===== src/rtl/alu_seq.sv =====
// Handshaked multi-cycle ALU: single-cycle logic ops, iterative shifts/multiply.
// Optional iterative multiplier on opcode 1011 when ALU_MUL_EN is defined.
module alu_seq #(
    parameter int WIDTH = 8,
    localparam int SHW = $clog2(WIDTH)
) (
    input  logic             Clk,
    input  logic             Rst_n,
    input  logic             in_valid,
    output logic             in_ready,
    input  logic [3:0]       OPC4,
    input  logic [WIDTH-1:0] Ain,
    input  logic [WIDTH-1:0] Bin,
    output logic             out_valid,
    input  logic             out_ready,
    output logic [WIDTH-1:0] Aout,
    output logic             Cout,
    output logic             V,
    output logic             Z,
    output logic             N,
    output logic             Err
);

    typedef enum logic [1:0] {IDLE, BUSY, DONE} state_t;

    state_t           state;
    logic [3:0]       opc;
    logic [WIDTH-1:0] sh;
    logic [SHW:0]     cnt;

    logic [WIDTH-1:0] res;
    logic [WIDTH:0]   wide;
    logic             c, v, err, go_busy;
    logic [SHW-1:0]   s;
    logic [WIDTH-1:0] sh_nx;
    logic             c_nx;

`ifdef ALU_MUL_EN
    logic [WIDTH-1:0] mh, ma, mh_nx;
    logic [WIDTH:0]   sum;
`endif

    assign s = Bin[SHW-1:0];

    always_comb begin
        res = '0;
        wide = '0;
        c = 1'b0;
        v = 1'b0;
        err = 1'b0;
        go_busy = 1'b0;
        unique case (OPC4)
            4'b0000: res = Bin;
            4'b0001: begin
                wide = {1'b0, Ain} + {1'b0, Bin};
                res = wide[WIDTH-1:0];
                c = wide[WIDTH];
                v = (Ain[WIDTH-1] == Bin[WIDTH-1]) && (res[WIDTH-1] != Ain[WIDTH-1]);
            end
            4'b0010: begin
                wide = {1'b0, Ain} - {1'b0, Bin};
                res = wide[WIDTH-1:0];
                c = wide[WIDTH];
                v = (Ain[WIDTH-1] != Bin[WIDTH-1]) && (res[WIDTH-1] != Ain[WIDTH-1]);
            end
            4'b0011: res = Ain;
            4'b0100: res = '0;
            4'b0101: res = Ain & Bin;
            4'b0110: res = Ain | Bin;
            4'b0111: res = ~Ain;
            4'b1000, 4'b1001, 4'b1010: begin
                res = Ain;
                go_busy = (s != '0);
            end
`ifdef ALU_MUL_EN
            4'b1011: go_busy = 1'b1;
`endif
            default: err = 1'b1;
        endcase
    end

    // One bit (or one shift-add step) per BUSY cycle
    always_comb begin
        sh_nx = sh;
        c_nx = 1'b0;
`ifdef ALU_MUL_EN
        sum = '0;
        mh_nx = mh;
`endif
        unique case (opc)
            4'b1000: begin
                sh_nx = sh << 1;
                c_nx = sh[WIDTH-1];
            end
            4'b1001: begin
                sh_nx = sh >> 1;
                c_nx = sh[0];
            end
            4'b1010: begin
                sh_nx = {sh[WIDTH-1], sh[WIDTH-1:1]};
                c_nx = sh[0];
            end
`ifdef ALU_MUL_EN
            4'b1011: begin
                sum = {1'b0, mh} + (sh[0] ? {1'b0, ma} : '0);
                mh_nx = sum[WIDTH:1];
                sh_nx = {sum[0], sh[WIDTH-1:1]};
                c_nx = |sum[WIDTH:1];
            end
`endif
            default: ;
        endcase
    end

    always_ff @(posedge Clk or negedge Rst_n) begin
        if (!Rst_n) begin
            state <= IDLE;
            opc <= '0;
            sh <= '0;
            cnt <= '0;
            Aout <= '0;
            Cout <= 1'b0;
            V <= 1'b0;
            Z <= 1'b1;
            N <= 1'b0;
            Err <= 1'b0;
            in_ready <= 1'b1;
            out_valid <= 1'b0;
`ifdef ALU_MUL_EN
            mh <= '0;
            ma <= '0;
`endif
        end else begin
            unique case (state)
                IDLE: if (in_valid) begin
                    opc <= OPC4;
                    in_ready <= 1'b0;
                    sh <= (OPC4 == 4'b1011) ? Bin : Ain;
                    cnt <= (OPC4 == 4'b1011) ? (SHW+1)'(WIDTH) : {1'b0, s};
`ifdef ALU_MUL_EN
                    mh <= '0;
                    ma <= Ain;
`endif
                    if (go_busy) begin
                        state <= BUSY;
                    end else begin
                        state <= DONE;
                        out_valid <= 1'b1;
                        Aout <= res;
                        Cout <= c;
                        V <= v;
                        Z <= (res == '0);
                        N <= res[WIDTH-1];
                        Err <= err;
                    end
                end
                BUSY: begin
                    sh <= sh_nx;
                    cnt <= cnt - 1'b1;
`ifdef ALU_MUL_EN
                    mh <= mh_nx;
`endif
                    if (cnt == 1) begin
                        state <= DONE;
                        out_valid <= 1'b1;
                        Aout <= sh_nx;
                        Cout <= c_nx;
                        V <= 1'b0;
                        Z <= (sh_nx == '0);
                        N <= sh_nx[WIDTH-1];
                        Err <= 1'b0;
                    end
                end
                DONE: if (out_ready) begin
                    state <= IDLE;
                    out_valid <= 1'b0;
                    in_ready <= 1'b1;
                end
                default: state <= IDLE;
            endcase
        end
    end

endmodule


===== config.mk =====
export PLATFORM = sky130hd
export DESIGN_NAME = alu_seq
export DESIGN_NICKNAME = d
export VERILOG_FILES = /design/src/rtl/alu_seq.sv
export SDC_FILE = /design/constraint.sdc
export NUM_CORES = 1
export LEC_CHECK = 0
export ABC_AREA = 1
export CORE_ASPECT_RATIO = 1.75
export CORE_UTILIZATION = 50
export DETAILED_ROUTE_END_ITERATION = 6
export PLACE_DENSITY = 0.75
export SLEW_MARGIN = 25
export SYNTH_ARGS = -nofsm -noshare
export SYNTH_HDL_FRONTEND = slang
export SYNTH_SLANG_ARGS = --single-unit

===== constraint.sdc =====
create_clock -name Clk -period 1.9 [get_ports Clk]
set_clock_uncertainty 0.1 [all_clocks]
set_input_delay 0.38 -clock Clk [delete_from_list [all_inputs] [get_ports Clk]]
set_output_delay 0.38 -clock Clk [all_outputs]
set_load 0.02 [all_outputs]

==> flow_metrics.py <==
metrics = {
    "worst_hold_path": {
        "min_path_type": "primary input to asynchronous set/reset pin",
    },
    "setup_path": {
        "critPathMostFrequentCell": "sky130_fd_sc_hd__nand2_1",
        "critPathMaxFanout": 3,
        "critical_path.slowest_cell": "sky130_fd_sc_hd__fa_2",
        "timing.setup.critical_path_class": "primary input to flip-flop",
        "critical_path_endpoint_category": "flip-flop",
        "timing.critical_path.required_ns": 2.03,
        "max_stage_delay_ns": 0.42,
        "cp.arrival_ns": 2.12,
        "timing.critical_path.cells": "buf_12 > ha_4 > fa_2 > xor2_1 > nand2_1 > nand2_2 > nor2_2 > nand2_1 > nor2_2 > nand2_1 > nor2_1 > nand3_1 > a21oi_2",
        "setup.worst_path.start_class": "primary input",
    },
    "clocking": {
        "cts_tree": "done",
        "insertion_delay_ns": 0.30,
        "cts_sinks": 32,
        "cts-htree-levels": 2,
        "cts_made_buffers": 5,
        "clk_transition_reported_paths_ns": 0.07,
        "cts.path.max_buffers": 2,
        "cts-hold-fix-buffers": 0,
        "cts-root-buf": "sky130_fd_sc_hd__clkbuf_8",
    },
    "pwr": {
        "vdd_drop_max_uv": 476,
        "power.total_mw": 4.83,
        "cellLeakagePower_nw": 2.52,
        "power_density_mw_per_mm2": 982,
    },
    "outcome": {
        "failed_checks": "setup timing",
        "status": "complete, but fails checks",
    },
    "floorplan": {
        "std_cell_rows": 38,
        "dieArea_mm2": 0.00680,
        "width_of_the_die_um": 62.8,
        "io_pins": 39,
        "floorplan.initialDensity_pct": 51.8,
        "core_area_mm2": 0.00623,
        "chipHeight_um": 108,
    },
    "sta": {
        "worst_margin_slew_ns": 0.457,
        "max_freq_mhz": 502,
        "finalCriticalPeriod_ns": 1.99,
        "hold_viol": 0,
        "worst_slew_margin_rel_pct": 69.4,
        "finalSetupViolCount": 1,
        "finalWorstSetupSlack_ns": -0.0913,
        "rsz0062_at_grt": "yes",
        "slew_viol_final": 0,
        "post-route-period-util_pct": 105,
    },
    "synthesis": {
        "ys_async_sr_fraction_pct": 100,
        "yosys-top-cells-area": "sky130_fd_sc_hd__dfrtp_1, sky130_fd_sc_hd__nand2_1, sky130_fd_sc_hd__ha_1",
        "syn-cell-area_mm2": 0.00323,
        "netlist.area_leader.share_pct": 23.2,
        "postSynthAreaPerCell_um2": 6.20,
        "synth_warnings": 0,
        "post_synth_num_cell_types": 35,
        "synth_cells": 521,
        "yosysMostFrequentCell": "sky130_fd_sc_hd__nand2_1",
        "synth.ff_latch_count": 32,
        "synth_top_cells_by_count": "sky130_fd_sc_hd__nand2_1, sky130_fd_sc_hd__inv_1, sky130_fd_sc_hd__nor2_1, sky130_fd_sc_hd__nand3_1, sky130_fd_sc_hd__o21ai_0",
        "ys_dominant_reg_cell": "sky130_fd_sc_hd__dfrtp_1",
        "synth-edff-count": 0,
        "synth.largest_area_cell": "sky130_fd_sc_hd__dfrtp_1",
        "synth.net_count": 573,
        "post_synthesis_sequential_area_ratio_pct": 24.9,
    },
    "detailed_routing": {
        "drt_first_pass_iters": 6,
        "ant_nets": 0,
        "routed_wire_length_per_instance_um": 15.7,
        "route.detailed.drc": 0,
        "route.final.wire_length_um": 11700,
        "drt_via_density": 5.49,
        "dr_total_vias": 4082,
        "detailedRoute.firstIterationViolations": 291,
    },
    "layout": {
        "multi_input_area_mm2": 0.00241,
        "instances_no_fill": 743,
        "final.fill_count": 490,
        "finalCoreUtilization_pct": 79.0,
        "fraction_of_layout_cells_with_a_size_suffix_above_1_pct": 34.1,
        "layout.area.seq_um2": 803,
        "antenna_cells": 0,
        "final_net_count": 714,
        "layout-area-overhead-vs-synth_pct": 52.4,
        "post_route_cell_area_mm2": 0.00492,
    },
    "grt": {
        "fraction_of_met1_tracks_used_by_global_routing_pct": 34.8,
        "grt_util_all_layers_pct": 35.3,
        "grt_max_degree": 33,
        "use_met2_pct": 66.5,
        "gr-total-overflow": 0,
        "via_count_of_the_first_global_routing_pass": 3997,
        "gr-usage-met3_pct": 4.11,
        "grt_pass1_wl_um": 18500,
        "gr-max-usage-layer": "met2",
        "antenna_violations_before_repair": 0,
    },
    "place": {
        "dpl.cell_count": 731,
        "place_area_mm2": 0.00448,
        "detailed_place_hpwl_um": 8890,
        "portBuffers": 38,
        "gp_congestion": 0.988,
        "pre_cts_slack_ns": -0.855,
    },
    "flow_run": {
        "max-cap-violations": 0,
    },
}
[path summary, 6_finish.rpt]
kind	from	to	slack [ns]	cells past startpoint
max	Ain[0]	Z	-0.09	13
min	Rst_n	state[1]	0.38	2
max reg2reg	state[0]	Z	0.09	9
min reg2reg	V	V	0.38	2
max in group asynchronous	Rst_n	Z	0.98	2
min in group Clk	V	V	0.38	2
[sequential cells by signal, summed over array words and instances (netlist names)]
name and cells:
in_ready 1, opc 4, sh 8, Aout 8
Cout 1, Err 1, V 1, state 2
Z 1, cnt 4, out_valid 1
[per-stage QoR]
step	TNS, ns	hold WS, ns
CTS	-0.0531	0.387
global route	-0.308	0.405
floorplan	-0.0498	-0.0156
global placement	-10.76	0.357
detailed placement	-11.46	0.374
finish	-0.0913	0.376
[layout by cell type (no fill, tap or decap), types with 3 or more instances in the layout]
| cell | n |
|---|---|
| sky130_fd_sc_hd__o22ai_1 | 5 |
| sky130_fd_sc_hd__buf_12 | 3 |
| sky130_fd_sc_hd__inv_1 | 52 |
| sky130_fd_sc_hd__nor2_1 | 42 |
| sky130_fd_sc_hd__o211ai_1 | 5 |
| sky130_fd_sc_hd__clkbuf_2 | 8 |
| sky130_fd_sc_hd__buf_4 | 99 |
| sky130_fd_sc_hd__buf_6 | 9 |
| sky130_fd_sc_hd__clkbuf_8 | 6 |
| sky130_fd_sc_hd__nor3_2 | 3 |
| sky130_fd_sc_hd__nand2_4 | 4 |
| sky130_fd_sc_hd__dfrtp_1 | 30 |
| sky130_fd_sc_hd__dlygate4sd2_1 | 6 |
| sky130_fd_sc_hd__inv_2 | 20 |
| sky130_fd_sc_hd__ha_4 | 9 |
| sky130_fd_sc_hd__o21ai_1 | 4 |
| sky130_fd_sc_hd__nand3_1 | 51 |
| sky130_fd_sc_hd__nand2_1 | 136 |
| sky130_fd_sc_hd__a21oi_2 | 5 |
| sky130_fd_sc_hd__nor3_1 | 4 |
| sky130_fd_sc_hd__clkdlybuf4s50_1 | 18 |
| sky130_fd_sc_hd__o21ai_0 | 29 |
| sky130_fd_sc_hd__xor2_1 | 5 |
| sky130_fd_sc_hd__nand2_2 | 15 |
| sky130_fd_sc_hd__a22oi_1 | 3 |
| sky130_fd_sc_hd__nor2_4 | 6 |
| sky130_fd_sc_hd__ha_2 | 5 |
| sky130_fd_sc_hd__nor2_2 | 15 |
| sky130_fd_sc_hd__a21oi_1 | 17 |
| sky130_fd_sc_hd__nand4_1 | 3 |
| sky130_fd_sc_hd__ha_1 | 12 |
[logic make-up (layout without fill, tap and decap cells)]
family	after synthesis	after routing	share of synthesized area [%]
AND/OR/NAND/NOR	287	287	37.2
buffers and inverters	89	231	11.3
AO/OA/AOI/OAI	79	79	13.8
flip-flops	32	32	24.9
adder cells (fa/ha/maj)	28	28	11.3
XOR/XNOR	6	6	1.63
[metal layers]
layer / up-vias / wire (um)
li1: 1950 / -
met1: 1891 / 4220
met2: 176 / 6210
met3: 65 / 461
met4: 0 / 752
met5: - / 0
[worst max-delay path: cells and delay by family]
kind | cells | cell delay [ns]
simple gates | 8 | 0.72
xor+xnor | 1 | 0.18
buf+inv | 1 | 0.12
compound gates | 1 | 0.14
fa+ha+maj | 2 | 0.58
[final cells by class]
type | instances | share of cell area (%)
multi-input cells | 400 | 49.0
inverters | 76 | 6.15
clock inverters | 2 | 0.203
well taps | 80 | 2.03
clock buffers | 6 | 1.68
flip-flops and latches | 32 | 16.3
repair buffers | 147 | 24.7
[what timing repair did]
action                     4_1_cts  5_1_grt
gates resized for setup         87       81
buffers inserted                 6        2
setup endpoints to repair       18       12
hold endpoints to repair         0        0
pin swaps                       25       35
[where the power goes]
part | switching [mW] | internal [mW]
registers | 0.231 | 1.02
clock network | 0.270 | 0.289
logic | 1.77 | 1.26
No activity file was read; power rests on OpenSTA's default activity.
==> RTL change: new RTL, same flow settings <==
Add a define of `ALU_MUL_EN`.
--- a/src/rtl/alu_seq.sv
+++ b/src/rtl/alu_seq.sv
@@ -1,5 +1,7 @@
 // Handshaked multi-cycle ALU: single-cycle logic ops, iterative shifts/multiply.
 // Optional iterative multiplier on opcode 1011 when ALU_MUL_EN is defined.
+`define ALU_MUL_EN
+
 module alu_seq #(
     parameter int WIDTH = 8,
     localparam int SHW = $clog2(WIDTH)
Behaviour: not the same (Yosys sat finds a counterexample within 4 cycles, from zero or initial values and one cycle with Rst_n low).
==> RTL change against the original RTL <==
- the flow still finishes with violations (setup timing)
- via count grew 28%
- sequential cell count grew 16
- register-to-register slack lost 0.48 ns
- worst setup slack lost 0.29 ns
- largest cell class unchanged
- total power grew 39%
- combinational power grew 28%
- highest routed layer unchanged
- area after synthesis grew 34%
- cell area grew 32%
- wire length grew 41%
==> RTL change: results (changes against the original RTL) <==
| Metric | Value |
|---|---|
| GR Util met1 | 0.319 (-0.0288) |
| Cell family contributing the most delay on the critical path | adder cells |
| Mapped Nets | 720 (+26%) |
| Die width | 72.4 microns (+15%) |
| Total routed wire length on the met1 layer | 5.56 mm (+32%) |
| Met2 track utilization from global routing | 0.643 (-0.0222) |
| Sequential share of cell area | 0.186 (+0.0224) |
| Final TNS setup | -1.28 ns (-1.19 ns) |
| Layout buffer count excluding clock buffers | 168 (+14%) |
| Peak VDD IR | 0.000509 V (+6.9%) |
| CP peak stage delay | 0.44 ns (+0.02 ns) |
| Sum of met2 wire segment lengths after detailed routing | 8.64 mm (+39%) |
| Fraction of the mapped netlist area in compound gates | 0.129 (-0.00868) |
| Global-route wire length before repair | 24.3 mm (+31%) |
| Sum of routed wire length over all layers | 16.4 mm (+41%) |
| Via count of the first global-routing pass | 5,324 (+33%) |
| Leakage dissipation | 0.00333 uW (+32%) |
| NonClk Buf Share | 0.206 (-0.0401) |
| Root Driver | clkbuf_16 |
| Failing checks | setup timing |
| Multi-input comb cells | 494 (+24%) |
| Violation count after the first detailed-route iteration | 445 (+53%) |
| Status | finished with violations |
| Crit path arrival time | 2.36 ns (+0.24 ns) |
| Share of cells above drive strength 1 | 0.368 (+0.0274) |
| Number of vias per cell after detailed routing | 5.60 (+1.9%) |
| HPWL Detailed | 11.6 mm (+31%) |
| Layout inverter count without the clock tree | 102 (+34%) |
| Gr usage total | 0.351 (-0.00232) |
| Synthesized netlist cell count | 659 (+26%) |
| Cells after DPL | 911 (+25%) |
| Largest fanout on the critical path | 5 (+2) |
| Routed wire length on met3 | 636 microns (+38%) |
| Total clock network power | 1040 uW (+86%) |
| Main area contributors after synthesis | dfrtp_1, nand2_1, ha_1 |
| Internal Power | 3800 uW (+48%) |
| Portion of total power attributed to combinational logic | 0.579 (-0.047) |
| Number of library cell types mapped by synthesis | 42 (+20%) |
| Worst Setup Slack, final | -0.385 ns (-0.294 ns) |
| Met3 layer usage reported by global route | 0.0451 (+0.00399) |
| Filler-free cell count of the finished design | 935 (+26%) |
| Flops & latches, synth | 48 (+50%) |
| Cell at the slowest stage of the critical path | dfrtp_2 |
| Number of fillers in the final layout | 619 (+26%) |
| Adder-cell share of the synthesized area | 0.112 (-0.00103) |
| Parity-gate share of the synthesized area counting xor and xnor cells | 0.0142 (-0.00212) |
| # setup viols final | 7 (+6) |
| Combined area of the multi-input logic cells | 3240 sq um (+34%) |
| Pre-CTS WS | -0.899 ns (-0.0443 ns) |
| DRT Pass-1 Iters | 5 (-1) |
| Transition at the pin with the smallest max-transition slack | 0.610 ns (+0.153 ns) |
-- RTL change: changes by cell type after synthesis, moves of 6 or more --
cell      change
a31oi_1       +6
dfrtp_1      +16
ha_1          +8
inv_1        +21
inv_2         +6
nand2_1      +41
nor2_1        +8
o221ai_1     +11
-- RTL change: timing repair --
| action | CTS | global route |
|---|---|---|
| hold buffers | 1 | 0 |
| pin swaps | 30 | 47 |
| setup buffers | 7 | 10 |
| hold endpoints to repair | 12 | 0 |
| setup endpoints to repair | 33 | 19 |
| gates resized for setup | 111 | 98 |
-- RTL change: path summary, 6_finish.rpt --
| check | start | endpoint | slack, ns | depth (start not counted) |
|---|---|---|---|---|
| min | V | V | 0.39 | 2 |
| min reg2reg | V | V | 0.39 | 2 |
| max | sh[0] | mh[7] | -0.39 | 14 |
| max reg2reg | sh[0] | mh[7] | -0.39 | 14 |
| max in group asynchronous | Rst_n | mh[1] | 0.53 | 3 |
| min in group asynchronous | Rst_n | mh[6] | 0.55 | 2 |
